**src/rtl/fetch_mem_unit.sv**
```systemverilog
// Owns PC, IR and MDR, and runs the request/ready handshake to the unified memory for the multicycle core.
// Latency: a zero-wait access updates IR/MDR/PC at the request edge; an N-wait access updates them N cycles later.
// Backpressure: while MemReady is low the request stays asserted with latched address/data and Stall holds the control unit.
module fetch_mem_unit #(
    parameter int               WIDTH    = 32,
    parameter logic [WIDTH-1:0] RESET_PC = '0
) (
    input  logic             CLK,
    input  logic             RST_N,
    input  logic             PcWrite,
    input  logic             Branch,
    input  logic             Zero,
    input  logic             PcSrc,
    input  logic             IorD,
    input  logic             IRWrite,
    input  logic             MemWrite,
    input  logic [WIDTH-1:0] ALUResult,
    input  logic [WIDTH-1:0] ALUOut,
    input  logic [WIDTH-1:0] WriteData,
    output logic [WIDTH-1:0] MemAddr,
    output logic [WIDTH-1:0] MemWData,
    output logic             MemReq,
    output logic             MemWE,
    input  logic [WIDTH-1:0] MemRData,
    input  logic             MemReady,
    output logic             Stall,
    output logic [WIDTH-1:0] PC,
    output logic [WIDTH-1:0] Instr,
    output logic [5:0]       OpCode,
    output logic [5:0]       Function,
    output logic [WIDTH-1:0] MemData
);

    // Clears the two byte-offset bits so every address and PC value is word aligned.
    localparam logic [WIDTH-1:0] WORD_MASK = ~(WIDTH'(3));

    typedef enum logic {
        IDLE = 1'b0,
        WAIT = 1'b1
    } state_t;

    state_t           state;
    logic [WIDTH-1:0] addrQ;
    logic [WIDTH-1:0] wdataQ;
    logic             weQ;
    logic             fetchQ;
    logic [WIDTH-1:0] irQ;
    logic [WIDTH-1:0] mdrQ;

    logic             access;
    logic             dataSel;
    logic [WIDTH-1:0] selAddr;
    logic [WIDTH-1:0] nextPc;
    logic             reqInt;
    logic [WIDTH-1:0] addrInt;
    logic [WIDTH-1:0] wdataInt;
    logic             weInt;
    logic             fetchInt;
    logic             complete;
    logic             pcEn;

    // Any memory command opens an access; stores and IorD loads go to ALUOut, plain fetches go to PC.
    assign access  = IRWrite | MemWrite | IorD;
    assign dataSel = MemWrite | IorD;
    assign selAddr = dataSel ? ALUOut : PC;
    assign nextPc  = PcSrc ? ALUOut : ALUResult;

    // Request attributes: live from the control unit in IDLE, frozen copies while waiting.
    always_comb begin
        reqInt   = 1'b0;
        addrInt  = '0;
        wdataInt = '0;
        weInt    = 1'b0;
        fetchInt = 1'b0;
        if (state == WAIT) begin
            reqInt   = 1'b1;
            addrInt  = addrQ;
            wdataInt = wdataQ;
            weInt    = weQ;
            fetchInt = fetchQ;
        end else if (access) begin
            reqInt   = 1'b1;
            addrInt  = selAddr & WORD_MASK;
            wdataInt = WriteData;
            weInt    = MemWrite;
            fetchInt = IRWrite & ~dataSel;
        end
    end

    // Reset masks the handshake immediately so an abandoned access never reaches memory.
    assign MemReq   = RST_N & reqInt;
    assign MemWE    = RST_N & reqInt & weInt;
    assign MemAddr  = addrInt;
    assign MemWData = wdataInt;
    assign Stall    = MemReq & ~MemReady;
    assign complete = MemReq & MemReady;

    // PC only moves on a non-stalled cycle, so a fetch never lets PC run ahead of IR.
    assign pcEn = (PcWrite | (Branch & Zero)) & ~Stall;

    // Handshake FSM plus the PC/IR/MDR architectural registers.
    always_ff @(posedge CLK) begin
        if (!RST_N) begin
            state  <= IDLE;
            addrQ  <= '0;
            wdataQ <= '0;
            weQ    <= 1'b0;
            fetchQ <= 1'b0;
            PC     <= RESET_PC;
            irQ    <= '0;
            mdrQ   <= '0;
        end else begin
            case (state)
                IDLE: begin
                    if (access && !MemReady) begin
                        state  <= WAIT;
                        addrQ  <= addrInt;
                        wdataQ <= wdataInt;
                        weQ    <= weInt;
                        fetchQ <= fetchInt;
                    end
                end
                WAIT: begin
                    if (MemReady) begin
                        state <= IDLE;
                    end
                end
                default: state <= IDLE;
            endcase

            if (complete && !weInt) begin
                mdrQ <= MemRData;
                if (fetchInt) begin
                    irQ <= MemRData;
                end
            end

            if (pcEn) begin
                PC <= nextPc & WORD_MASK;
            end
        end
    end

    assign Instr    = irQ;
    assign MemData  = mdrQ;
    assign OpCode   = irQ[31:26];
    assign Function = irQ[5:0];

endmodule
```
**config.mk**
```make
export PLATFORM = sky130hd
export DESIGN_NAME = fetch_mem_unit
export DESIGN_NICKNAME = d
export VERILOG_FILES = /design/src/rtl/fetch_mem_unit.sv
export SDC_FILE = /design/constraint.sdc
export NUM_CORES = 1
export LEC_CHECK = 0
export ABC_CLOCK_PERIOD_IN_PS = 1530
export CAP_MARGIN = 10
export CORE_ASPECT_RATIO = 0.8
export CORE_MARGIN = 8
export CORE_UTILIZATION = 39
export DETAILED_ROUTE_END_ITERATION = 8
export PLACE_DENSITY = 0.77
export REMOVE_ABC_BUFFERS = 1
export SETUP_SLACK_MARGIN = 0.1
export SYNTH_ARGS = -nofsm -noshare
export SYNTH_HDL_FRONTEND = slang
export SYNTH_SLANG_ARGS = --single-unit
```
**constraint.sdc**
```tcl
create_clock -name CLK -period 1.53 [get_ports CLK]
set_input_delay 0.306 -clock CLK [delete_from_list [all_inputs] [get_ports CLK]]
set_output_delay 0.306 -clock CLK [all_outputs]
set_load 0.005 [all_outputs]
```
==> results.md <==
* Area leader, netlist: dfxtp_1
* Area share of the largest cell type after synthesis at 0.423
* Initial antenna violation count at 0
* Vias in the first global route at 8253
* Grt met2 use at 0.408
* Die width at 172 um
* Achievable clock frequency at 480 MHz
* DRC Markers at 0
* Top cells by area, synth: dfxtp_1 (42%), mux2i_1 (13%), nand2_1 (9.1%)
* M3 GR Usage at 0.100
* Max Cap Viol at 0
* Setup violations, final at 225
* Top cell by count, worst path: buf_12
* Final WS setup at -554 ps
* Height of the die at 141 um
* Routed len/inst at 21.5 um
* DP HPWL at 20000 um
* Routed wire length at 33300 um
* Register Area at 3270 um^2
* DR iter-0 viols at 687
* Setup_tns at -85010 ps
* Share of cells above drive strength 1 at 0.366
* Most common cell in the netlist: nand2_1
* Worst hold path class: input pin to flip-flop
* Synth Area per Inst at 8.72 um^2
* Drt via density at 5.43
* RSZ-0062 raised after global routing: yes
* Synth warnings at 0
* Largest net degree at the start of global routing at 76
* Startpoint Class: flip-flop
* Total GRT Usage at 0.246
* H-tree depth at 4
* Share of the yosys chip area belonging to registers at 0.423
* Post-synth top cells: nand2_1 (184), dfxtp_1 (161), mux2i_1 (96), a21oi_1 (64), clkbuf_1 (53)
* #FFs+latches synth at 161
* ANT nets after route at 0
* Core area at 19000 um^2
* Port buffer count at 306
* Clock sinks at 161
* Rows at 45
* Routability cong. at 0.870
* Root buf cell: clkbuf_16
* CP Capture Type: output port
* CP max stage cell: dfxtp_4
* Worst-path clk slew at 70 ps
* GR Util met1 at 0.284
* Grt ovf at 0
* CTS Buffer Depth at 2
* CP startpoint: state
* Primary FF master, synth: dfxtp_1
* FFs w/ async S/R, synth at 0
* Reg2reg path depth at 11
* Post-layout util at 0.728
* Tmin final at 2080 ps
* Reg2Reg Capture Point: Instr[26]
* Synth cell types at 34
* Setup slack, reg-to-reg at -470 ps
* Syn Inst Count at 873
* Worst Setup Path Type: flip-flop to output port
* Multi-input combinational cell area at 4530 um^2
* Fin. Hold Viols at 0
* First-pass GRT wire length at 46600 um
* Layout fillers at 1386
* Clock Latency Late Sink at 430 ps
* Leakage at 6.78 nW
* CP endpoint: MemAddr[13]
* Die Footprint at 24300 um^2
* Final period util at 1.36
* Arr. time, crit path at 1780 ps
* Slew Limit Fails at 0
* CP cell instances: buf_12, buf_12, buf_12, buf_4, a2bb2oi_2, nand2_1, buf_2
* Total number of vias at 8379
* Failing checks: setup timing
* Worst EP required at 1220 ps
* Post-synth design cell area at 7610 um^2
* Num CTS Buffers at 17
* Post-synth EDFFs at 0
* Pwr Density at 875 nW/um^2
* Initial core utilization at 0.400
* Worst r2r src: state
* Final nets at 1411
* Area growth syn-to-layout at 81.9%
* Clock skew at 9.52 ps
* Max FO, Critical Path at 15
* Maximum vdd drop at 0.667 mV
* Largest stage delay, worst path at 370 ps
* IO Count at 313
* Busiest grt layer: met2
* Outcome: finished, violations left
* Ant diodes at 0
* DRT Pass-1 Iters at 5
* CTS tree: built
-- registers in the layout, summed over array words and instances (netlist names) --
name     flops
wdataQ      32
fetchQ       1
state        1
weQ          1
Instr       32
addrQ       32
MemData     32
PC          30
-- layout make-up --
type                            instances  area share
Tap cell                              258      0.0233
Clock inverter                         15      0.0136
Timing Repair Buffer                  472       0.359
Sequential cell                       161       0.236
Inverter                               35     0.00967
Multi-Input combinational cell        586       0.327
Clock buffer                           17      0.0307
-- routing by layer --
metal | vias to the layer above | part of all wire
li1 | 3846 | -
met1 | 4007 | 0.38
met2 | 462 | 0.47
met3 | 64 | 0.12
met4 | 0 | 0.025
met5 | - | 0
-- worst max-delay path: cells and delay by family (launching register included) --
kind | cells | cell delay [ps]
buffers and inverters | 5 | 680
AO/OA/AOI/OAI | 1 | 190
AND/OR/NAND/NOR | 1 | 100
flip-flops | 1 | 370
-- cells in the final DEF (no fill, tap or decap), types with 22 or more instances in the layout --
| master | Yosys | final |
|---|---|---|
| nand3_1 | 32 | 32 |
| inv_1 | 33 | 33 |
| buf_12 | 0 | 39 |
| dfxtp_1 | 161 | 129 |
| a21oi_1 | 64 | 59 |
| clkdlybuf4s50_1 | 0 | 128 |
| buf_4 | 18 | 73 |
| dlygate4sd2_1 | 0 | 105 |
| a22o_1 | 32 | 32 |
| dfxtp_2 | 0 | 29 |
| nand2_1 | 184 | 146 |
| mux2i_1 | 96 | 91 |
| mux2_2 | 30 | 30 |
| o21ai_2 | 0 | 30 |
| buf_6 | 3 | 41 |
| nand2b_1 | 29 | 22 |
| nand2_2 | 0 | 25 |
| buf_2 | 12 | 57 |
-- worst min-delay path by stage --
stage	to	slack [ps]	depth (start not counted)	start
final	PC[16]	380	4	RST_N
after global routing	weQ	390	4	MemWrite
after floorplan	state	380	1	MemReady
after detailed placement	Instr[22]	450	2	Instr[22]
after global placement	Instr[11]	440	2	Instr[11]
after CTS	PC[26]	340	4	RST_N
-- cells by family after synthesis --
kind of cell	Yosys count	synth area share
flops	161	0.423
buf+inv	127	0.0764
simple gates	263	0.151
other cells	1	0.000493
mux	126	0.171
compound gates	195	0.178
-- where the power goes --
part / switching (mW) / internal (mW) / leakage [nW]
clock: 2.10 / 2.37 / 0.298
combinational: 1.30 / 1.69 / 5.15
sequential: 0.204 / 4.46 / 1.33
-- repair_timing --
item | CTS | global route
gates resized for setup | 563 | 126
setup buffers | 46 | 21
gates cloned | 24 | 4
hold buffers | 0 | 0
pin swaps | 34 | 40
endpoints found under the setup margin | 333 | 230
-- metrics by stage --
stage | instance area, um^2 | worst slack, ps | power, mW | hold WS [ps] | cells
final | 13800 | -554 | 12.1 | 381 | 1544
after global routing | 13800 | -592 | 12.5 | 395 | 1544
after CTS | 13200 | -579 | 11.8 | 343 | 1527
after detailed placement | 11500 | -980 | 7.11 | 452 | 1426
after global placement | 11500 | -951 | 7.07 | 444 | 1426
after floorplan | 7170 | -2850 | 5.54 | 378 | 782
(Power assumes the default switching activity.)
